`src/rtl/axi_lite_arb_pkg.sv`:
```
// Shared types and constants for the two-port AXI4-Lite master arbiter.
package axi_lite_arb_pkg;

    typedef enum logic [2:0] {
        ST_IDLE  = 3'd0,
        ST_RADDR = 3'd1,
        ST_RDATA = 3'd2,
        ST_WADDR = 3'd3,
        ST_WRESP = 3'd4
    } state_t;

    typedef enum logic {
        OWN_INST = 1'b0,
        OWN_DATA = 1'b1
    } owner_t;

    localparam logic [2:0] AXI_PROT_DEFAULT = 3'b000;

    // Request/grant vectors are packed as {data, inst}.
    localparam int REQ_INST = 0;
    localparam int REQ_DATA = 1;

endpackage

```
`src/rtl/axi_lite_arbiter_rr_arb2.sv`:
```
// Two-request round-robin grant; the pointer flips to the loser on every
// accepted grant so a sustained tie alternates between the ports.
module rr_arb2
    import axi_lite_arb_pkg::*;
(
    input  logic       aclk,
    input  logic       reset,
    input  logic [1:0] req,
    input  logic       update,
    output logic [1:0] grant
);

    logic prio_data_q;

    always_comb begin
        grant = 2'b00;
        if (req[REQ_DATA] && req[REQ_INST]) begin
            if (prio_data_q) begin
                grant[REQ_DATA] = 1'b1;
            end else begin
                grant[REQ_INST] = 1'b1;
            end
        end else begin
            grant = req;
        end
    end

    always_ff @(posedge aclk or negedge reset) begin
        if (!reset) begin
            prio_data_q <= 1'b1;
        end else if (update && (grant != 2'b00)) begin
            prio_data_q <= grant[REQ_INST];
        end
    end

endmodule

```
`src/rtl/axi_lite_arbiter.sv`:
```
// Shares one AXI4-Lite master port between the fetch (read-only) and data
// SRAM-style ports, one outstanding transaction at a time.
//
// state    | meaning
// ---------+-------------------------------------------------------------
// ST_IDLE  | waiting for inst_ce/data_ce; grant, ack and capture request
// ST_RADDR | ar_valid asserted with captured address
// ST_RDATA | rd_ready asserted; route rd_data to owner on rd_valid
// ST_WADDR | aw_valid/wd_valid each held until its own handshake
// ST_WRESP | wr_ready asserted; signal data_write_finish on wr_valid
module axi_lite_arbiter
    import axi_lite_arb_pkg::*;
#(
    parameter int ADDR_WIDTH = 32,
    parameter int DATA_WIDTH = 32
) (
    input  logic                      aclk,
    input  logic                      reset,

    input  logic                      inst_ce,
    input  logic [ADDR_WIDTH-1:0]     inst_addr,
    output logic                      inst_ack,
    output logic [DATA_WIDTH-1:0]     inst_rdata,
    output logic                      inst_rdata_valid,

    input  logic                      data_ce,
    input  logic                      data_we,
    input  logic [ADDR_WIDTH-1:0]     data_addr,
    input  logic [DATA_WIDTH-1:0]     data_wdata,
    input  logic [DATA_WIDTH/8-1:0]   data_wmask,
    output logic                      data_ack,
    output logic [DATA_WIDTH-1:0]     data_rdata,
    output logic                      data_rdata_valid,
    output logic                      data_write_finish,
    output logic                      data_write_err,

    output logic                      ar_valid,
    input  logic                      ar_ready,
    output logic [ADDR_WIDTH-1:0]     ar_addr,
    output logic [2:0]                ar_prot,

    output logic                      aw_valid,
    input  logic                      aw_ready,
    output logic [ADDR_WIDTH-1:0]     aw_addr,
    output logic [2:0]                aw_prot,

    input  logic                      rd_valid,
    output logic                      rd_ready,
    input  logic [DATA_WIDTH-1:0]     rd_data,

    output logic                      wd_valid,
    input  logic                      wd_ready,
    output logic [DATA_WIDTH-1:0]     wd_data,
    output logic [DATA_WIDTH/8-1:0]   wstrb,

    input  logic                      wr_valid,
    output logic                      wr_ready,
    input  logic                      wr_breap
);

    state_t                    state_q, state_d;
    owner_t                    owner_q;
    logic [ADDR_WIDTH-1:0]     addr_q;
    logic [DATA_WIDTH-1:0]     wdata_q;
    logic [DATA_WIDTH/8-1:0]   wmask_q;
    logic                      aw_done_q, aw_done_d;
    logic                      wd_done_q, wd_done_d;

    logic                      in_idle;
    logic [1:0]                req;
    logic [1:0]                grant;
    logic                      grant_any;
    logic                      rd_fire;

    assign in_idle   = (state_q == ST_IDLE);
    assign req       = in_idle ? {data_ce, inst_ce} : 2'b00;
    assign grant_any = (grant != 2'b00);

    rr_arb2 u_rr_arb2 (
        .aclk   (aclk),
        .reset  (reset),
        .req    (req),
        .update (in_idle),
        .grant  (grant)
    );

    // Acks are combinational from ce, so gate them while reset is held.
    assign inst_ack = grant[REQ_INST] & reset;
    assign data_ack = grant[REQ_DATA] & reset;

    always_ff @(posedge aclk or negedge reset) begin
        if (!reset) begin
            owner_q <= OWN_DATA;
            addr_q  <= '0;
            wdata_q <= '0;
            wmask_q <= '0;
        end else if (in_idle && grant_any) begin
            if (grant[REQ_DATA]) begin
                owner_q <= OWN_DATA;
                addr_q  <= data_addr;
                wdata_q <= data_wdata;
                wmask_q <= data_wmask;
            end else begin
                owner_q <= OWN_INST;
                addr_q  <= inst_addr;
                wdata_q <= '0;
                wmask_q <= '0;
            end
        end
    end

    always_ff @(posedge aclk or negedge reset) begin
        if (!reset) begin
            state_q   <= ST_IDLE;
            aw_done_q <= 1'b0;
            wd_done_q <= 1'b0;
        end else begin
            state_q   <= state_d;
            aw_done_q <= aw_done_d;
            wd_done_q <= wd_done_d;
        end
    end

    always_comb begin
        state_d   = state_q;
        aw_done_d = aw_done_q;
        wd_done_d = wd_done_q;
        case (state_q)
            ST_IDLE: begin
                aw_done_d = 1'b0;
                wd_done_d = 1'b0;
                if (grant[REQ_DATA]) begin
                    state_d = data_we ? ST_WADDR : ST_RADDR;
                end else if (grant[REQ_INST]) begin
                    state_d = ST_RADDR;
                end
            end
            ST_RADDR: begin
                if (ar_ready) begin
                    state_d = ST_RDATA;
                end
            end
            ST_RDATA: begin
                if (rd_valid) begin
                    state_d = ST_IDLE;
                end
            end
            ST_WADDR: begin
                if (aw_ready) begin
                    aw_done_d = 1'b1;
                end
                if (wd_ready) begin
                    wd_done_d = 1'b1;
                end
                if (aw_done_d && wd_done_d) begin
                    state_d = ST_WRESP;
                end
            end
            ST_WRESP: begin
                if (wr_valid) begin
                    state_d = ST_IDLE;
                end
            end
            default: begin
                state_d = ST_IDLE;
            end
        endcase
    end

    assign ar_valid = (state_q == ST_RADDR);
    assign ar_addr  = addr_q;
    assign ar_prot  = AXI_PROT_DEFAULT;

    assign aw_valid = (state_q == ST_WADDR) & ~aw_done_q;
    assign aw_addr  = addr_q;
    assign aw_prot  = AXI_PROT_DEFAULT;

    assign wd_valid = (state_q == ST_WADDR) & ~wd_done_q;
    assign wd_data  = wdata_q;
    assign wstrb    = wmask_q;

    assign rd_ready = (state_q == ST_RDATA);
    assign wr_ready = (state_q == ST_WRESP);

    assign rd_fire          = rd_ready & rd_valid;
    assign inst_rdata_valid = rd_fire & (owner_q == OWN_INST);
    assign data_rdata_valid = rd_fire & (owner_q == OWN_DATA);
    assign inst_rdata       = inst_rdata_valid ? rd_data : '0;
    assign data_rdata       = data_rdata_valid ? rd_data : '0;

    assign data_write_finish = wr_ready & wr_valid;
    assign data_write_err    = data_write_finish & ~wr_breap;

endmodule

```
`config.mk`:
```
export PLATFORM = sky130hd
export DESIGN_NAME = axi_lite_arbiter
export DESIGN_NICKNAME = d
export VERILOG_FILES = /design/src/rtl/axi_lite_arb_pkg.sv /design/src/rtl/axi_lite_arbiter_rr_arb2.sv /design/src/rtl/axi_lite_arbiter.sv
export SDC_FILE = /design/constraint.sdc
export NUM_CORES = 1
export LEC_CHECK = 0
export CAP_MARGIN = 25
export CORE_AREA = 2 2 126 128
export CTS_CLUSTER_SIZE = 40
export DETAILED_ROUTE_END_ITERATION = 8
export DIE_AREA = 0 0 128 130
export PLACE_DENSITY = 0.7
export SLEW_MARGIN = 20
export SYNTH_ARGS = -nofsm -noshare
export SYNTH_HDL_FRONTEND = slang
export SYNTH_SLANG_ARGS = --single-unit
```
`constraint.sdc`:
```
create_clock -name aclk -period 1.8 [get_ports aclk]
set_input_delay 0.36 -clock aclk [delete_from_list [all_inputs] [get_ports aclk]]
set_output_delay 0.36 -clock aclk [all_outputs]
set_load 0.03 [all_outputs]
```
==> impl_metrics.ini, run 1 <==
[yosys]
synth_top_area_share_pct = 44.2
synth_area_per_cell_sq_um = 9.51
ys_top_cells_by_area = dfrtp_1 (44%), and2_1 (9.8%), a22o_1 (7.8%)
syn-cell-area_sq_um = 4140
seq_area_frac_synth_pct = 45.4
yosysTopAreaCell = dfrtp_1
ys_ff_latch = 75
yosys_warnings = 0
yosysUniqueCellTypes = 36
synth_cells = 435

[place]
dp_hpwl_um = 12700
portBuffers = 317
place_ws_ns = -0.327
placedCellCount = 901
place.gp.congestion = 0.844

[power_and_ir_drop]
vdd_drop_max_mv = 0.994
p_seq_share_pct = 20.0
p_leak_uw = 0.00387
p_clk_share_pct = 13.5
power_density_nw_per_um2 = 1710
power.net_switching_uw = 7000
power_frac_comb_pct = 66.5
p_sw_share_pct = 45.6
p_int_uw = 8350

[worst_setup_path]
slowest_stage = dfrtp_1
max_stage_delay_ns = 0.40
worstPathMaxFanout = 2
critPathKind = flip-flop to output pin
critical_path_arrival_ns = 1.80
crit_required_ns = 1.44
crit_path_end_kind = output pin
cp_cell_sequence = buf_4 > or3_4 > nor3_4 > and2_4 > buf_6
start_kind = flip-flop

[floorplan]
initial_core_util_pct = 26.8
die_x_um = 128
core_area_sq_um = 15400
chipHeight_um = 130
ioPinCount = 324
fp.dieArea_sq_um = 16600
fp-row-count = 46

[detailed_routing]
drt_wl_total_um = 18000
viasPerCell = 5.08
drtAntennaViolNets = 0
vias = 4738
initialDrtViolationCount = 232
route.detailed.drc = 0
avgRoutedWirePerCell_um = 19.3
dr.pass1.iters = 4

[grt]
antenna_found_initial = 2
grt_first_pass_wirelength_um = 25500
grt.overflow.total = 0
grt_max_degree = 56
grt_use_total_pct = 19.5
grt_pass1_vias = 4746

[sta]
slew_headroom_pct = 49.4
period_minus_slack_ns = 2.16
rsz0062_at_grt = yes
layout_setup_ws_ns = -0.356
holdWs_ns = 0.387
drv_slew = 0
fin_crit_sh_pct = 120
worst_pin_slew_ns = 0.758
setup_viol = 106
hold_viol = 0
skew_ns = 0.00887
clock.fmax_ghz = 0.464

[hold_path]
hold_path_class = input pin to asynchronous set/reset pin

[cts]
clock_sinks = 75
clock_path_buffers = 2
cts-root-buf = clkbuf_16
worstSkewPairLatency_ns = 0.33
cts_buffers = 9
cts_htree_levels = 3
clk_pin_slew_ns = 0.06
tritoncts = built

[finish]
fill_cells = 1234
fin_nets = 877
fin_cells = 932
drive_above_1_share_pct = 36.5
final_util_pct = 58.3
area_delta_synth_final_pct = 117

[outcome]
status = finished, violations left
violations = setup timing

[job]
cap_violations = 0
## power by group through the flow
stage	sequential [uW]	combinational, uW	clock [uW]
after global placement	3040	8420	0
final	3070	10200	2070
after floorplan	4210	4270	0
after detailed placement	3050	8560	0
after global routing	3160	10700	2180
after CTS	3060	9230	2110
## final timing paths
| check | from | endpoint | slack (ns) | depth (start not counted) |
|---|---|---|---|---|
| setup / recovery | state_q[2] | data_ack | -0.36 | 5 |
| hold / removal | reset | wd_data[0] | 0.39 | 2 |
| max in group asynchronous | reset | ar_addr[22] | 0.50 | 3 |
| min in group aclk | wd_data[20] | wd_data[20] | 0.50 | 1 |
| hold reg to reg | wd_data[20] | wd_data[20] | 0.50 | 1 |
| setup reg to reg | state_q[2] | ar_addr[8] | -0.19 | 6 |
## registers in the layout, summed over array words and instances, names as in the netlist
signal	count
ar_addr	32
wd_data	32
wstrb	4
state_q	3
aw_done_q	1
owner_q	1
u_rr_arb2.prio_data_q	1
wd_done_q	1
## cell usage after synthesis
library cell and number:
nor2_1 4, nor3_4 1, nor3_2 1, buf_2 1, nor4b_1 1, dfrtp_1 73, nor4_1 34, clkbuf_1 34
a31oi_1 32, a21oi_1 3, a311o_1 1, or3_4 1, and2_1 65, buf_4 38, o21ai_0 39, or3_1 2
a21boi_1 1, a32oi_1 1, nand2b_1 1, conb_1 1, o21ai_1 1, dfstp_2 2, nand3b_1 1, inv_1 3
nor2b_1 3, nor3_1 2, nand2_1 3, a22o_1 37, o22ai_1 2, nor3b_1 1, a21bo_2 1, clkinv_1 1
nand3_1 32, and3_1 3, and3b_1 1, buf_6 8
## critical path, delay by kind of cell (launching register included)
kind | cells | cell delay (ns)
DFF | 1 | 0.40
buffers and inverters | 2 | 0.27
and+or+nand+nor | 3 | 0.79
## cell type report
type | count | area [sq um] | share of cell area [%]
Antenna cell | 1 | 2.50 | 0.0278
Clock buffer | 10 | 229 | 2.55
Clock inverter | 6 | 111 | 1.24
Inverter | 4 | 15.0 | 0.167
Multi-Input combinational cell | 280 | 2550 | 28.4
Sequential cell | 75 | 1880 | 20.9
Tap cell | 192 | 240 | 2.67
Timing Repair Buffer | 364 | 3960 | 44.0
## logic make-up after synthesis
family                 count (synthesis)  share of synthesized area [%]
AO/OA/AOI/OAI                        118                           19.1
other                                  1                         0.0907
flip-flops                            75                           45.4
buffers and inverters                 85                           12.6
AND/OR/NAND/NOR                      156                           22.8
## layout by cell type (no fill, tap or decap), drive strengths merged, types with 4 or more instances in the layout
cell	count
clkdlybuf4s50	206
buf	120
dfrtp	73
and2	65
o21ai	40
a22o	37
nor4	34
nand3	32
a31oi	32
dlymetal6s2s	31
clkbuf	12
conb	6
dlygate4sd2	4
nor2	4
inv	4
nor3	4
## through the flow
step / total power, uW / area [sq um] / TNS (ns)
2_1_floorplan: 8480 / 4400 / -2.42
3_3_place_gp: 11500 / 7440 / -20.63
3_5_place_dp: 11600 / 7440 / -20.61
4_1_cts: 14400 / 8330 / -27.59
5_1_grt: 16000 / 8990 / -32.89
6_report: 15300 / 8990 / -27.96
## metal layers
metal / wire, um / up-vias / GRT usage, %
li1: - / 2147 / -
met1: 6490 / 2303 / 21.8
met2: 9810 / 247 / 36.1
met3: 1150 / 39 / 3.81
met4: 539 / 2 / 8.86
met5: 16 / - / 0
## timing repair
action / in CTS / in global routing
setup buffers: 7 / 4
setup endpoints to repair: 104 / 140
resized for setup: 106 / 116
pin swaps: 9 / 7
endpoints found under the hold margin: 1 / 0
gates cloned: 3 / 2
hold buffers: 1 / 0
Power figures use the tool's default switching activity.
==> inputs of run 2 (changes only) <==
- ABC_CLOCK_PERIOD_IN_PS: default -> 1800
==> results of run 2 <==
Final layout, timing and power as in run 1 (identical DEF).
==> inputs of run 3 (changes only) <==
- ABC_CLOCK_PERIOD_IN_PS: 1800 -> default
- CTS_BUF_LIST: default -> sky130_fd_sc_hd__clkbuf_4
==> run 3 against run 2 <==
- largest cell class unchanged
- sequential share of layout area increased by 0.93 points
- clock skew up 0.0082 ns
- sequential cell count did not move
- the flow still finishes with violations (setup timing)
- via count down 0.27%
- register-to-register slack barely moved
==> impl_metrics.ini, run 3 (synthesis results as in run 1) <==
[outcome]
status = finished, violations left
violations = setup timing

[worst_setup_path]
regToRegStartpoint = state_q[2]
max_stage_delay_ns = 0.42
path_buf_inv = 2
worstPathMaxFanout = 2
cp_cell_sequence = buf_4 > or3_4 > nor3_4 > and2_4 > buf_6
rr_endpoint = ar_addr[8]
crit_required_ns = 1.44
critPathKind = flip-flop to output pin
crit_path_end_kind = output pin
slowest_stage = dfrtp_1
rr_worst_depth = 6
crit_family = simple AND/OR/NAND/NOR gates
critical_path_arrival_ns = 1.91
rrSetupSlack_ns = -0.20
start_kind = flip-flop

[cts]
cts_buffers = 9
clock_sinks = 75
worstSkewPairLatency_ns = 0.43
clk_pin_slew_ns = 0.14
cts_htree_levels = 3
clock_path_buffers = 2
cts-root-buf = clkbuf_4
tritoncts = built

[sta]
clock.fmax_ghz = 0.440
skew_ns = 0.0171
period_minus_slack_ns = 2.27
drv_slew = 0
setup_viol = 109
hold_viol = 0
fin_crit_sh_pct = 126
rsz0062_at_grt = yes
slew_headroom_pct = 50.8
layout_setup_ws_ns = -0.471
worst_pin_slew_ns = 0.738

[place]
place.gp.congestion = 0.844
portBuffers = 317
dp_hpwl_um = 12700

[finish]
fill_cells = 1308
final_util_pct = 55.8
area_delta_synth_final_pct = 108
fin_nets = 877
mostFrequentLayoutCell = clkdlybuf4s50_1
drive_above_1_share_pct = 36.4
final_cell_mix = clkdlybuf4s50_1 (141), dlygate4sd2_1 (100), dfrtp_1 (72), buf_6 (72), and2_4 (60)

[grt]
grt_use_total_pct = 19.5
grt_max_degree = 56
grt.overflow.total = 0
antenna_found_initial = 2
grt_first_pass_wirelength_um = 25500
grt_pass1_vias = 4736

[floorplan]
fp.dieArea_sq_um = 16600
initial_core_util_pct = 26.8
ioPinCount = 324
fp-row-count = 46
chipHeight_um = 130
core_area_sq_um = 15400
die_x_um = 128

[power_and_ir_drop]
power_frac_comb_pct = 68.4
p_int_uw = 6990
p_clk_share_pct = 9.8
power_density_nw_per_um2 = 1600
p_sw_share_pct = 49.4
vdd_drop_max_mv = 0.886
p_total_uw = 13800
power.net_switching_uw = 6810
p_leak_uw = 0.00371
p_seq_share_pct = 21.8

[detailed_routing]
initialDrtViolationCount = 192
dr.pass1.iters = 4
viasPerCell = 5.06
route.detailed.drc = 0
drtAntennaViolNets = 0
drt_wl_total_um = 17700
vias = 4725
avgRoutedWirePerCell_um = 19.0

[job]
cap_violations = 0

[hold_path]
hold_path_class = input pin to asynchronous set/reset pin
-- run 3: changes by cell type in the layout (fill, tap and decap cells not counted), sizes merged --
cell           change
clkdlybuf4s50     -65
diode              +1
dlygate4sd2       +96
dlymetal6s2s      -31
-- run 3: per-stage QoR --
step | std cells | setup TNS, ns | hold WS (ns) | area, sq um | setup WS, ns
after floorplan | 440 | -2.42 | 0.0644 | 4400 | -0.256
after global placement | 901 | -20.63 | 0.177 | 7440 | -0.316
after detailed placement | 901 | -20.61 | 0.176 | 7440 | -0.327
after CTS | 926 | -37.94 | 0.239 | 8080 | -0.501
after global routing | 932 | -44.15 | 0.223 | 8600 | -0.549
final | 933 | -36.17 | 0.265 | 8610 | -0.471
-- run 3: worst max path at each step --
stage / from / end / slack [ns] / cells past startpoint
finish: state_q[2] / data_ack / -0.47 / 5
global route: state_q[2] / inst_rdata[22] / -0.55 / 6
CTS: state_q[2] / data_ack / -0.50 / 5
detailed placement: data_ce / ar_addr[10] / -0.33 / 6
global placement: data_ce / ar_addr[8] / -0.32 / 6
floorplan: state_q[2] / data_ack / -0.26 / 5
-- run 3: power by group through the flow --
| stage | logic (uW) | clock network [uW] | registers, uW |
|---|---|---|---|
| final | 9440 | 1350 | 3010 |
| after detailed placement | 8560 | 0 | 3050 |
| after global routing | 9930 | 1450 | 3120 |
| after CTS | 8560 | 1380 | 3010 |
| after floorplan | 4270 | 0 | 4210 |
| after global placement | 8420 | 0 | 3040 |
-- run 3: per-layer routing --
metal	track usage, %	part of all wire, %	vias up
li1	-	-	2156
met1	21.8	36	2287
met2	35.8	54	239
met3	3.32	6.1	41
met4	10.2	3.5	2
met5	0	0.090	-
-- run 3: timing repair --
item                                    in CTS  in global routing
pin swaps                                    9                  7
endpoints found under the hold margin       18                  0
endpoints found under the setup margin     224                123
hold buffers                                 1                  0
resized for setup                          205                 71
buffers inserted                             7                  4
cloned                                       3                  2
-- run 3: worst reg2reg max path: cells and delay by family, from the launching register on --
family                 cells  cell delay (ns)
and+or+nand+nor            2             0.86
DFF                        1             0.42
buffers and inverters      3             0.48
AOI/OAI and AO/OA          1             0.16
-- run 3: layout make-up --
class                      instances  area (sq um)  share of cell area [%]
sequential                        75          1880                    21.8
tap                              192           240                    2.79
antenna                            2          5.00                  0.0581
multi-input combinational        280          2540                    29.5
timing repair buffer             364          3740                    43.5
clock buffer                      10          75.1                   0.872
inverter                           4          15.0                   0.174
clock inverter                     6           111                    1.29
